### src/rtl/enums_pkg.sv
// Shared opcode, flag layout and op-class helpers for the pipelined ALU.
package enums_pkg;

  typedef enum logic [3:0] {
    NOP    = 4'd0,
    OR     = 4'd1,
    NOR    = 4'd2,
    AND    = 4'd3,
    NAND   = 4'd4,
    XOR    = 4'd5,
    ADD    = 4'd6,
    SUB    = 4'd7,
    SHIFTL = 4'd8,
    SHIFTR = 4'd9
  } OP_CODE;

  typedef struct packed {
    logic c;
    logic v;
    logic n;
    logic z;
  } alu_flags_t;

  localparam int FLAG_W = 4;

  // Encodings above SHIFTR are undefined and must report all-zero flags.
  function automatic logic op_defined(input OP_CODE op);
    return (4'(op) <= 4'(SHIFTR));
  endfunction

  function automatic logic op_is_arith(input OP_CODE op);
    return (op == ADD) || (op == SUB);
  endfunction

endpackage

### src/rtl/alu_pipe_core.sv
// Combinational ALU datapath: (op, a, b, cin) -> result with carry/borrow and signed overflow.
module alu_pipe_core
  import enums_pkg::*;
#(
  parameter int WIDTH = 8
) (
  input  OP_CODE           op,
  input  logic [WIDTH-1:0] a,
  input  logic [WIDTH-1:0] b,
  input  logic             cin,
  output logic [WIDTH-1:0] res,
  output logic             c,
  output logic             v
);

  logic [WIDTH:0] raw;
  logic [WIDTH:0] shr;
  logic [WIDTH:0] cin_ext;

  assign cin_ext = {{WIDTH{1'b0}}, cin};

  always_comb begin
    raw = '0;
    shr = '0;
    c   = 1'b0;
    v   = 1'b0;
    case (op)
      OR:   raw = {1'b0, a | b};
      NOR:  raw = {1'b0, ~(a | b)};
      AND:  raw = {1'b0, a & b};
      NAND: raw = {1'b0, ~(a & b)};
      XOR:  raw = {1'b0, a ^ b};
      ADD: begin
        raw = {1'b0, a} + {1'b0, b} + cin_ext;
        c   = raw[WIDTH];
        v   = (a[WIDTH-1] == b[WIDTH-1]) && (raw[WIDTH-1] != a[WIDTH-1]);
      end
      SUB: begin
        // Bit WIDTH of the extended difference is set exactly when a < b+cin.
        raw = {1'b0, a} - {1'b0, b} - cin_ext;
        c   = raw[WIDTH];
        v   = (a[WIDTH-1] != b[WIDTH-1]) && (raw[WIDTH-1] != a[WIDTH-1]);
      end
      SHIFTL: begin
        // The guard bit above a catches the last bit shifted out.
        raw = {1'b0, a} << b;
        c   = raw[WIDTH];
      end
      SHIFTR: begin
        shr = {a, 1'b0} >> b;
        raw = {1'b0, shr[WIDTH:1]};
        c   = shr[0];
      end
      default: raw = '0;
    endcase
  end

  assign res = raw[WIDTH-1:0];

endmodule

### src/rtl/alu_pipe.sv
// Two-stage pipelined ALU with valid/ready on both sides, tag pass-through and stored carry.
module alu_pipe
  import enums_pkg::*;
#(
  parameter int WIDTH = 8,
  parameter int TAG_W = 4
) (
  input  logic             clk,
  input  logic             rst_n,
  input  logic             in_valid,
  output logic             in_ready,
  input  OP_CODE           in_op,
  input  logic             in_chain,
  input  logic [WIDTH-1:0] in_a,
  input  logic [WIDTH-1:0] in_b,
  input  logic [TAG_W-1:0] in_tag,
  output logic             out_valid,
  input  logic             out_ready,
  output logic [WIDTH-1:0] out_res,
  output alu_flags_t       out_flags,
  output logic [TAG_W-1:0] out_tag
);

  // Handshake: a beat transfers on any rising edge where valid && ready.
  // A producer holds valid and payload until that edge; ready may depend on
  // the consumer's state but valid never depends on ready.

  logic             s1_v;
  OP_CODE           s1_op;
  logic [WIDTH-1:0] s1_res;
  logic             s1_c;
  logic             s1_vf;
  logic [TAG_W-1:0] s1_tag;
  logic             carry_q;

  logic             adv1;
  logic             adv2;
  logic             accept;
  logic             cin;
  logic [WIDTH-1:0] core_res;
  logic             core_c;
  logic             core_v;
  alu_flags_t       s2_flags;

  assign adv2     = !out_valid || out_ready;
  assign adv1     = !s1_v || adv2;
  assign in_ready = adv1;
  assign accept   = in_valid && in_ready;
  assign cin      = in_chain && op_is_arith(in_op) && carry_q;

  alu_pipe_core #(.WIDTH(WIDTH)) u_core (
    .op  (in_op),
    .a   (in_a),
    .b   (in_b),
    .cin (cin),
    .res (core_res),
    .c   (core_c),
    .v   (core_v)
  );

  always_comb begin
    s2_flags   = '0;
    s2_flags.c = s1_c;
    s2_flags.v = s1_vf;
    s2_flags.n = s1_res[WIDTH-1];
    s2_flags.z = op_defined(s1_op) && (s1_res == '0);
  end

  always_ff @(posedge clk) begin
    if (!rst_n) begin
      s1_v      <= 1'b0;
      s1_op     <= NOP;
      s1_res    <= '0;
      s1_c      <= 1'b0;
      s1_vf     <= 1'b0;
      s1_tag    <= '0;
      carry_q   <= 1'b0;
      out_valid <= 1'b0;
      out_res   <= '0;
      out_flags <= '0;
      out_tag   <= '0;
    end else begin
      if (adv1) begin
        s1_v <= in_valid;
        if (in_valid) begin
          s1_op  <= in_op;
          s1_res <= core_res;
          s1_c   <= core_c;
          s1_vf  <= core_v;
          s1_tag <= in_tag;
        end
      end
      if (adv2) begin
        out_valid <= s1_v;
        if (s1_v) begin
          out_res   <= s1_res;
          out_flags <= s2_flags;
          out_tag   <= s1_tag;
        end
      end
      if (accept && op_is_arith(in_op)) begin
        carry_q <= core_c;
      end
    end
  end

endmodule
### config.mk
export PLATFORM = sky130hd
export DESIGN_NAME = alu_pipe
export DESIGN_NICKNAME = d
export VERILOG_FILES = /design/src/rtl/enums_pkg.sv /design/src/rtl/alu_pipe_core.sv /design/src/rtl/alu_pipe.sv
export SDC_FILE = /design/constraint.sdc
export NUM_CORES = 1
export LEC_CHECK = 0
export ABC_AREA = 1
export BUFFER_PORTS_ARGS = -buffer_cell sky130_fd_sc_hd__buf_4
export CAP_MARGIN = 20
export CORE_ASPECT_RATIO = 1.25
export CORE_MARGIN = 3
export CORE_UTILIZATION = 59
export DETAILED_ROUTE_END_ITERATION = 16
export HOLD_SLACK_MARGIN = 0.06
export PLACE_DENSITY = 0.86
export SLEW_MARGIN = 30
export SYNTH_ARGS = -nofsm -noshare
export SYNTH_HDL_FRONTEND = slang
export SYNTH_HIERARCHICAL = 1
export SYNTH_SLANG_ARGS = --single-unit
### constraint.sdc
create_clock -name clk -period 3.95 [get_ports clk]
set_clock_uncertainty 0.05 [all_clocks]
set_input_delay 0.395 -clock clk [delete_from_list [all_inputs] [get_ports clk]]
set_output_delay 0.395 -clock clk [all_outputs]
set_load 0.01 [all_outputs]
# Word-level counts from Yosys, hierarchy flattened
# Index checks and enable logic that the tools add are counted.
[word_totals]
wordCells = 57
n_memories = 0
mem_bits_ro = 0
latch_bits = 0
ff_bits = 37
in_bits = 29
output_inout_bits = 18
ram_bits = 0
[classes]
shift = 2
n_lt_le_gt_ge = 1
n_mul = 0
bitwise = 5
n_reduce_logical = 15
div = 0
mux = 3
add_sub_neg = 4
n_eq_ne = 13
[op_table]
columns = ["op", "n"]
rows = [
  ["one-hot mux 8 bit (9 select lines)", 1],
  ["equality test 4 x 3 -> 1 bit, second input constant", 4],
  ["NOT 8 bit", 2],
  ["adder 8 x 8 -> 9 bit", 1],
  ["adder 9 x 1 -> 9 bit", 1],
  ["left shift 8 x 8 -> 9 bit", 1],
  [">> shifter 9 x 8 -> 9 bit", 1],
  ["subtractor 8 x 8 -> 9 bit", 1],
  ["subtractor 9 x 1 -> 9 bit", 1],
  ["bitwise AND 8 bit", 1],
  ["equality test 4 x 2 -> 1 bit, second input constant", 2],
  ["equality test 4 bit, second input constant", 2],
  ["zero test 8 bit", 1],
  ["OR 8 bit", 1],
  ["bitwise XOR 8 bit", 1],
  ["logical AND 1 bit", 7],
  ["equality test 4 x 1 -> 1 bit, second input constant", 1],
  ["less-or-equal comparator 4 bit, second input constant", 1],
  ["one-hot mux 1 bit (4 select lines)", 1],
  ["AND reduction 2 bit", 2],
  ["logical OR 1 bit", 3],
  ["!= test 1 bit", 3],
  ["zero test 1 bit", 2],
  ["one-hot mux 1 bit (2 select lines)", 1],
  ["equality test 1 bit", 1],
]

# Depth between registers and ports, before layout
# Gate-level depths: netlist of run 1.
[logic_depth]
word_depth = 8
mapped_depth = 26
ltp_nobuf = 26

# Modules after synthesis
# The synthesis of run 1 kept the hierarchy.
[by_module_without_submodules]
columns = ["module", "instances", "seq_area_each_um2", "area_each_um2", "cells_per_inst"]
rows = [
  ["alu_pipe_core", 1, 0.0, 2150.8, 395],
  ["alu_pipe", 1, 700.7, 1297.5, 168],
]

# Least setup slack after synthesis of run 1
# No wires, ideal clock.
[synth_timing]
kind = "input -> register"
start = "input in_op[2]"
end = "register carry_q"
setup_time_ns = 0.110
required_ns = 3.790
path_buffers = 0
setup_slack_ns = 0.902
arrival_time_ns = 2.888
stages = 25
path_cell_list = "nand2_1 -> nor2_1 -> inv_1 -> nor2_1 -> inv_1 -> fa_1 -> inv_1 -> ha_1 -> nor2_1 -> inv_1 -> fa_1 -> inv_1 -> nand2_1 -> nand2_1 -> nand2_1 -> nand4_1 -> nand3_1 -> nand3_1 -> nand2_1 -> inv_1 -> nand3_1 -> nor2_2 -> nand2_1 -> nand2_1 -> nor2_1"
[synth_between]
elab_chain_len = 6
elab_cells_between_ends = 11
cone_classes = "add/sub (2); eq/ne (4); mux (1); reduce/logical (4)"
[synth_lines]
columns = ["item", "line_no", "text"]
rows = [
  ["start, declared", "alu_pipe.sv:12", "input OP_CODE in_op,"],
  ["equality test 4 x 3 -> 1 bit", "enums_pkg.sv:32", "return (op == ADD) || (op == SUB);"],
  ["logical OR 1 bit *", "enums_pkg.sv:32", ""],
  ["logical AND 1 bit * (2 in a row)", "alu_pipe.sv:49", "assign cin = in_chain && op_is_arith(in_op) && carry_q;"],
  ["named net cin", "alu_pipe.sv:39", "logic cin;"],
  ["subtractor 9 x 1 -> 9 bit / adder 9 x 1 -> 9 bit (equally long branches)", "alu_pipe_core.sv:40, alu_pipe_core.sv:34", ""],
  ["one-hot mux 1 bit (4 select lines) *", "alu_pipe_core.sv:27", "case (op)"],
  ["named net core_c", "alu_pipe.sv:41", "logic core_c;"],
  ["end signal, assigned", "alu_pipe.sv:102", "carry_q <= core_c;"],
  ["end, declared", "alu_pipe.sv:34", "logic carry_q;"],
]
# Mark *: on every way through the listed nets, which the timed path passes. The rest lies on a longest branch.
# A chain may end at the register's enable or synchronous reset.

# Worst setup path in the final report of run 1
# Ends and elaborated chain as after synthesis.

==> results of run 1 <==
synthesized netlist by cell type:
cell	instances	share of area, %
o211ai_1	4	0.87
o221ai_1	2	0.51
nor3_4	1	0.47
xnor2_1	1	0.25
buf_2	3	0.44
nand2_2	5	0.91
o21bai_1	1	0.22
a22o_1	1	0.25
inv_2	9	0.98
buf_1	2	0.22
nor4_1	1	0.18
xor2_1	1	0.25
nor3_1	5	0.73
nor2_1	99	11
o21a_1	1	0.22
nor3_2	1	0.29
o21ai_0	48	7.0
o21ai_1	6	0.87
ha_1	30	11
buf_4	5	1.1
o22ai_1	5	0.91
nor2_4	1	0.33
a31oi_1	1	0.18
a21o_1	2	0.44
nor3b_1	1	0.22
nand3_1	52	7.5
nand3_2	1	0.29
fa_1	4	2.3
o2111ai_1	1	0.25
buf_6	3	0.98
inv_1	65	7.1
nand2_1	101	11
dfxtp_1	35	20
and2_1	1	0.18
a21oi_1	30	4.4
nor2_2	5	0.91
clkbuf_1	4	0.44
nand4_1	23	4.2
nand4_2	2	0.73
routing by layer:
metal / GRT usage [%] / vias to the layer above / wire [µm]
li1: - / 1929 / -
met1: 36.3 / 1718 / 3910
met2: 49.2 / 198 / 4850
met3: 3.77 / 42 / 798
met4: 18.0 / 0 / 581
met5: 0 / - / 0
critical path: cells and delay by family:
family / cells / cell delay, ns
simple gates: 16 / 1.45
fa+ha+maj: 3 / 1.11
buf+inv: 7 / 0.56
final cells by class:
type                       count  area (µm²)
clock buffer                   8         100
multi-input combinational    437        2360
tap                           64        80.1
timing repair buffer          46         345
fill                         494        1690
sequential                    35         701
inverter                      74         278
worst paths after layout:
| kind | start | to | slack, ns | cells past startpoint |
|---|---|---|---|---|
| min reg2reg | s1_c | out_flags[3] | 0.40 | 2 |
| max reg2reg | carry_q | carry_q | 0.67 | 23 |
| max | in_op[2] | carry_q | 0.58 | 26 |
| min | in_tag[2] | s1_tag[2] | 0.31 | 3 |
power by group through the flow:
stage	clock (mW)	sequential (mW)	combinational (mW)
floorplan	0	0.402	0.239
global placement	0	0.398	0.343
detailed placement	0	0.400	0.352
CTS	0.282	0.392	0.354
global route	0.300	0.395	0.403
finish	0.278	0.392	0.361
placed cells by master (no fill, tap or decap), types with 5 or more instances in the layout:
master / instances
o21ai_1: 6
nand3_1: 52
inv_1: 65
clkbuf_8: 7
ha_1: 30
buf_4: 46
a21oi_1: 30
inv_2: 9
nand2_1: 101
nor2_1: 99
nand2_2: 5
o22ai_1: 5
dfxtp_1: 35
nor2_2: 5
nor3_1: 5
nand4_1: 23
o21ai_0: 48
state kept, by name, summed over array words and instances, names as in the netlist:
register and cells:
s1_res 8, s1_vf 1, out_flags 3, s1_c 1
s1_v 1, s1_op 3, out_valid 1, s1_tag 4
out_tag 4, carry_q 1, out_res 8
through the flow:
step                std cells  power, mW  area (µm²)
floorplan                 563      0.641        3450
finish                    664       1.03        3860
global route              664       1.10        3860
detailed placement        656      0.752        3760
CTS                       664       1.03        3860
global placement          656      0.741        3760
cell families (layout without fill, tap and decap cells):
family | Yosys count | after routing | synth area share [%]
adder cells (fa/ha/maj) | 34 | 34 | 13.2
flip-flops | 35 | 35 | 20.3
AO/OA/AOI/OAI | 102 | 102 | 16.0
XOR/XNOR | 2 | 2 | 0.508
buffers and inverters | 91 | 128 | 11.2
AND/OR/NAND/NOR | 299 | 299 | 38.7
==> results by group, run 1 <==
Global route
  – First-pass GRT wire length: about 16000 µm
  – Overflow after GRT: 0
  – Largest net degree at the start of global routing: 33
  – Number of global-route vias before repair: ~3500
  – Total track usage: roughly 30%
  – Antenna violations before repair: 0

Job
  – Max_cap viols: 0

Cells and area
  – Final core utilization: 69.6%
  – Fraction of layout cells with a size suffix above 1: a little over an eighth
  – Area growth from synthesis to layout: 12.1%
  – Nets: ~660
  – Total inserted antenna cells: 0

STA
  – Crit path time final: between 3 and 4 ns
  – Rel. slew slack: 60.9%
  – Final Setup Violations: 0
  – Worst Setup Slack, final: 0.576 ns
  – RSZ-0062 raised after global routing: no
  – Max Fclk: 0.296 GHz
  – Max Slew Vio Count: 0
  – Min Hold Slack: just over 0.3 ns
  – Final period utilization: between 80% and 90%
  – Hold Vio Cnt, Final: 0
  – Post-Route Setup TNS: 0 ns
  – Worst slew pin tran: 0.586 ns

Pwr
  – Sw frac: 35.3%
  – Clock Power Share: a little over a quarter
  – Lkg Pwr: 1.96 nW
  – Internal cell power: between 600 and 700 µW
  – NetSw: around 360 µW
  – VDD IR max: approximately 0.16 mV
  – PD cells: approximately 270 nW/µm²
  – Comb pwr share: 35.0%
  – Register share of total power: between 30% and 40%

Setup path
  – Slowest cell delay on critical path: approximately 0.54 ns
  – Startpoint Class: primary input
  – CP max stage cell: fa_1
  – Most common cell on crit path: nand2_1
  – CP Data Arrival Time: around 3.5 ns
  – CP Class: in2reg
  – Req. time, crit path: 4.09 ns
  – Largest fanout on the critical path: 6
  – CP Capture Type: flip-flop

Floorplan
  – Rows: 30
  – Ports: 47
  – Core area: 5560 µm²
  – Full die area: 6800 µm²
  – Die Ht: about 91 µm
  – Starting Density: about 62%
  – Die width: ~74 µm

Route
  – First-pass DRT Iterations: 5
  – Routed WL: between 10000 and 15000 µm
  – DRC violations left: 0
  – WL/cell: ~15 µm
  – Drt first-iter violations: between 300 and 400
  – Total number of vias: just under 4000
  – Post-route ant nets: 0
  – Post-DR vias/cell: around 5.9

Placed design
  – Port bufs: between 40 and 50
  – RD Place Congestion: ~0.96
  – Dpl ws: ~0.37 ns
  – Detail Placement HPWL: between 7000 and 8000 µm

Logic synthesis
  – Post-Synthesis Cells: around 560
  – Mapped Avg Cell Area: 6.12 µm²
  – Register area share after synthesis: between 20% and 30%
  – Ys Warns: 6
  – Seq cells post-synth: 35
  – Synth Cell Area: around 3400 µm²
  – Syn_nets: approximately 630
  – Yosys cell types: 39

Clocking
  – Clock slew at reported path FFs: roughly 0.060 ns
  – Root buf cell: clkbuf_8
  – H-Tree Depth: 2
  – Clk sinks: 35
  – Cts repair resizes: 0
  – Postcts setup bufs: 0
  – TritonCTS Buffers: 5
  – CTS tree: done
  – Hold_buf cts: 0
  – Clk buf depth: 2
  – Worst-Skew Late Latency: 0.29 ns

Run status
  – Status: completed

Min path
  – Hold Crit Class: in2reg
Power figures use the tool's default switching activity.
==> run 2, diff against run 1 <==
PLACE_DENSITY = 0.82   (was 0.86)
==> results by group, run 2 (synthesis results as in run 1) <==
STA
  – Hold Vio Cnt, Final: 0 (unchanged)
  – Worst slew pin tran: 0.559 ns (-0.0274 ns)
  – Post-Route Setup TNS: 0 ns (unchanged)
  – Min Hold Slack: 0.311 ns (+0.00240 ns)
  – Rel. slew slack: 62.7% (+1.8 points)
  – Final Setup Violations: 0 (unchanged)
  – Crit path time final: 3.30 ns (-0.0734 ns)
  – Worst Setup Slack, final: 0.650 ns (+0.0734 ns)
  – Max Fclk: 0.303 GHz (+2.2%)
  – Max Slew Vio Count: 0 (unchanged)
  – RSZ-0062 raised after global routing: no
  – Final period utilization: 83.6% (-1.9 points)

Floorplan
  – Rows: 30 (unchanged)
  – Die Ht: 91.5 µm (unchanged)
  – Ports: 47 (unchanged)
  – Full die area: 6800 µm² (unchanged)
  – Die width: 74.4 µm (unchanged)
  – Starting Density: 62.1% (unchanged)
  – Core area: 5560 µm² (unchanged)

Global route
  – Overflow after GRT: 0 (unchanged)
  – GR Layer Usage met1: 37.7% (+1.4 points)
  – Met3 Use GR: 2.10% (-1.7 points)
  – Top Usage Layer GRT: met2
  – Number of global-route vias before repair: 3661 (+4.6%)
  – Antenna violations before repair: 0 (unchanged)
  – Largest net degree at the start of global routing: 33 (unchanged)
  – Total track usage: 30.6% (+0.56 points)
  – M2 GR Usage: 51.8% (+2.6 points)
  – First-pass GRT wire length: 16600 µm (+3.3%)

Setup path
  – Reg2Reg Capture Point: carry_q
  – CP Data Arrival Time: 3.44 ns (-0.07 ns)
  – CP max stage cell: fa_1
  – Startpoint Class: primary input
  – Most common cell on crit path: nand2_1
  – Setup crit start: in_op[2]
  – Req. time, crit path: 4.09 ns (about the same)
  – RR Startpoint: carry_q
  – Worst Reg-to-Reg Cells: 23 (unchanged)
  – CP Class: in2reg
  – Largest fanout on the critical path: 6 (unchanged)
  – Slowest cell delay on critical path: 0.52 ns (-0.02 ns)
  – CP Capture Type: flip-flop
  – Worst reg2reg setup slack: 0.73 ns (+0.06 ns)

Clocking
  – H-Tree Depth: 2 (unchanged)
  – Root buf cell: clkbuf_8
  – Hold_buf cts: 0 (unchanged)
  – Clk buf depth: 2 (unchanged)
  – Clock slew at reported path FFs: 0.07 ns (about the same)
  – Worst-Skew Late Latency: 0.29 ns (about the same)
  – TritonCTS Buffers: 5 (unchanged)
  – CTS tree: done
  – Clk sinks: 35 (unchanged)
  – Cts repair resizes: 0 (unchanged)
  – Postcts setup bufs: 0 (unchanged)

Cells and area
  – Multi-input gate area: 2360 µm² (unchanged)
  – Post-route cell area: 3850 µm² (-0.42%)
  – Largest regs: out_res: 8 flops, s1_res: 8 flops
  – Final cell count without fillers: 664 (unchanged)
  – Final core utilization: 69.3% (-0.29 points)
  – Commonest non-fill, non-tap cell in the layout: nand2_1
  – FF/Latch Area: 701 µm² (unchanged)
  – Area growth from synthesis to layout: 11.6%
  – Total inserted antenna cells: 0 (unchanged)
  – Most frequent cells in the layout: nand2_1 (101), nor2_1 (99), inv_1 (65)
  – Fraction of layout cells with a size suffix above 1: 13.2% (+0.17 points)
  – Nets: 662 (unchanged)
  – Filler cell count: 535 (+8.3%)

Run status
  – Status: completed

Route
  – Drt first-iter violations: 366 (+13%)
  – Routed WL: 10300 µm (+1.5%)
  – Post-DR vias/cell: 5.93 (+1.4%)
  – Post-route ant nets: 0 (unchanged)
  – First-pass DRT Iterations: 6 (+1)
  – WL/cell: 15.5 µm (+1.5%)
  – DRC violations left: 0 (unchanged)
  – Total number of vias: 3940 (+1.4%)

Placed design
  – Dpl ws: 0.385 ns (+0.0164 ns)
  – Placed cells: 656 (unchanged)
  – Detail Placement HPWL: 7880 µm (-0.88%)
  – Port bufs: 46 (unchanged)
  – RD Place Congestion: 0.998 (+3.5%)
  – DP Area: 3760 µm² (unchanged)

Pwr
  – PD cells: 260 nW/µm² (-2.7%)
  – Lkg Pwr: 1.96 nW (-0.20%)
  – VDD IR max: 0.158 mV (about the same)
  – Power after layout: 999 µW (-3.2%)

Min path
  – Hold Path Stages: 3 (unchanged)
  – Hold Crit Class: in2reg
  – Hold worst-path end: s1_tag[1]
  – Min-delay src: in_tag[1]

Job
  – Max_cap viols: 0 (unchanged)
[run 2: layer usage]
layer	wire length [µm]	vias up
li1	-	1929
met1	4080	1755
met2	4980	213
met3	798	43
met4	432	0
met5	0	-
[run 2: where the power goes]
group          switching, mW  internal [mW]  total [mW]
Sequential            0.0138          0.378       0.392
Clock                  0.125          0.120       0.246
Combinational          0.231          0.130       0.361
[run 2: cell type report]
cell class | count | share of cell area [%]
Multi-Input combinational cell | 437 | 61.3
Clock inverter | 3 | 0.390
Tap cell | 64 | 2.08
Inverter | 74 | 7.22
Sequential cell | 35 | 18.2
Clock buffer | 5 | 1.79
Timing Repair Buffer | 46 | 8.97
[run 2: critical path: cells and delay by family]
family / cells / cell delay, ns
simple gates: 16 / 1.40
buf+inv: 7 / 0.53
fa+ha+maj: 3 / 1.09
[run 2: worst max-delay path by stage]
stage | to | slack (ns) | depth (start not counted)
finish | carry_q | 0.65 | 26
global route | carry_q | 0.33 | 26
CTS | carry_q | 0.68 | 26
detailed placement | carry_q | 0.39 | 26
global placement | carry_q | 0.57 | 26
floorplan | carry_q | 0.90 | 25
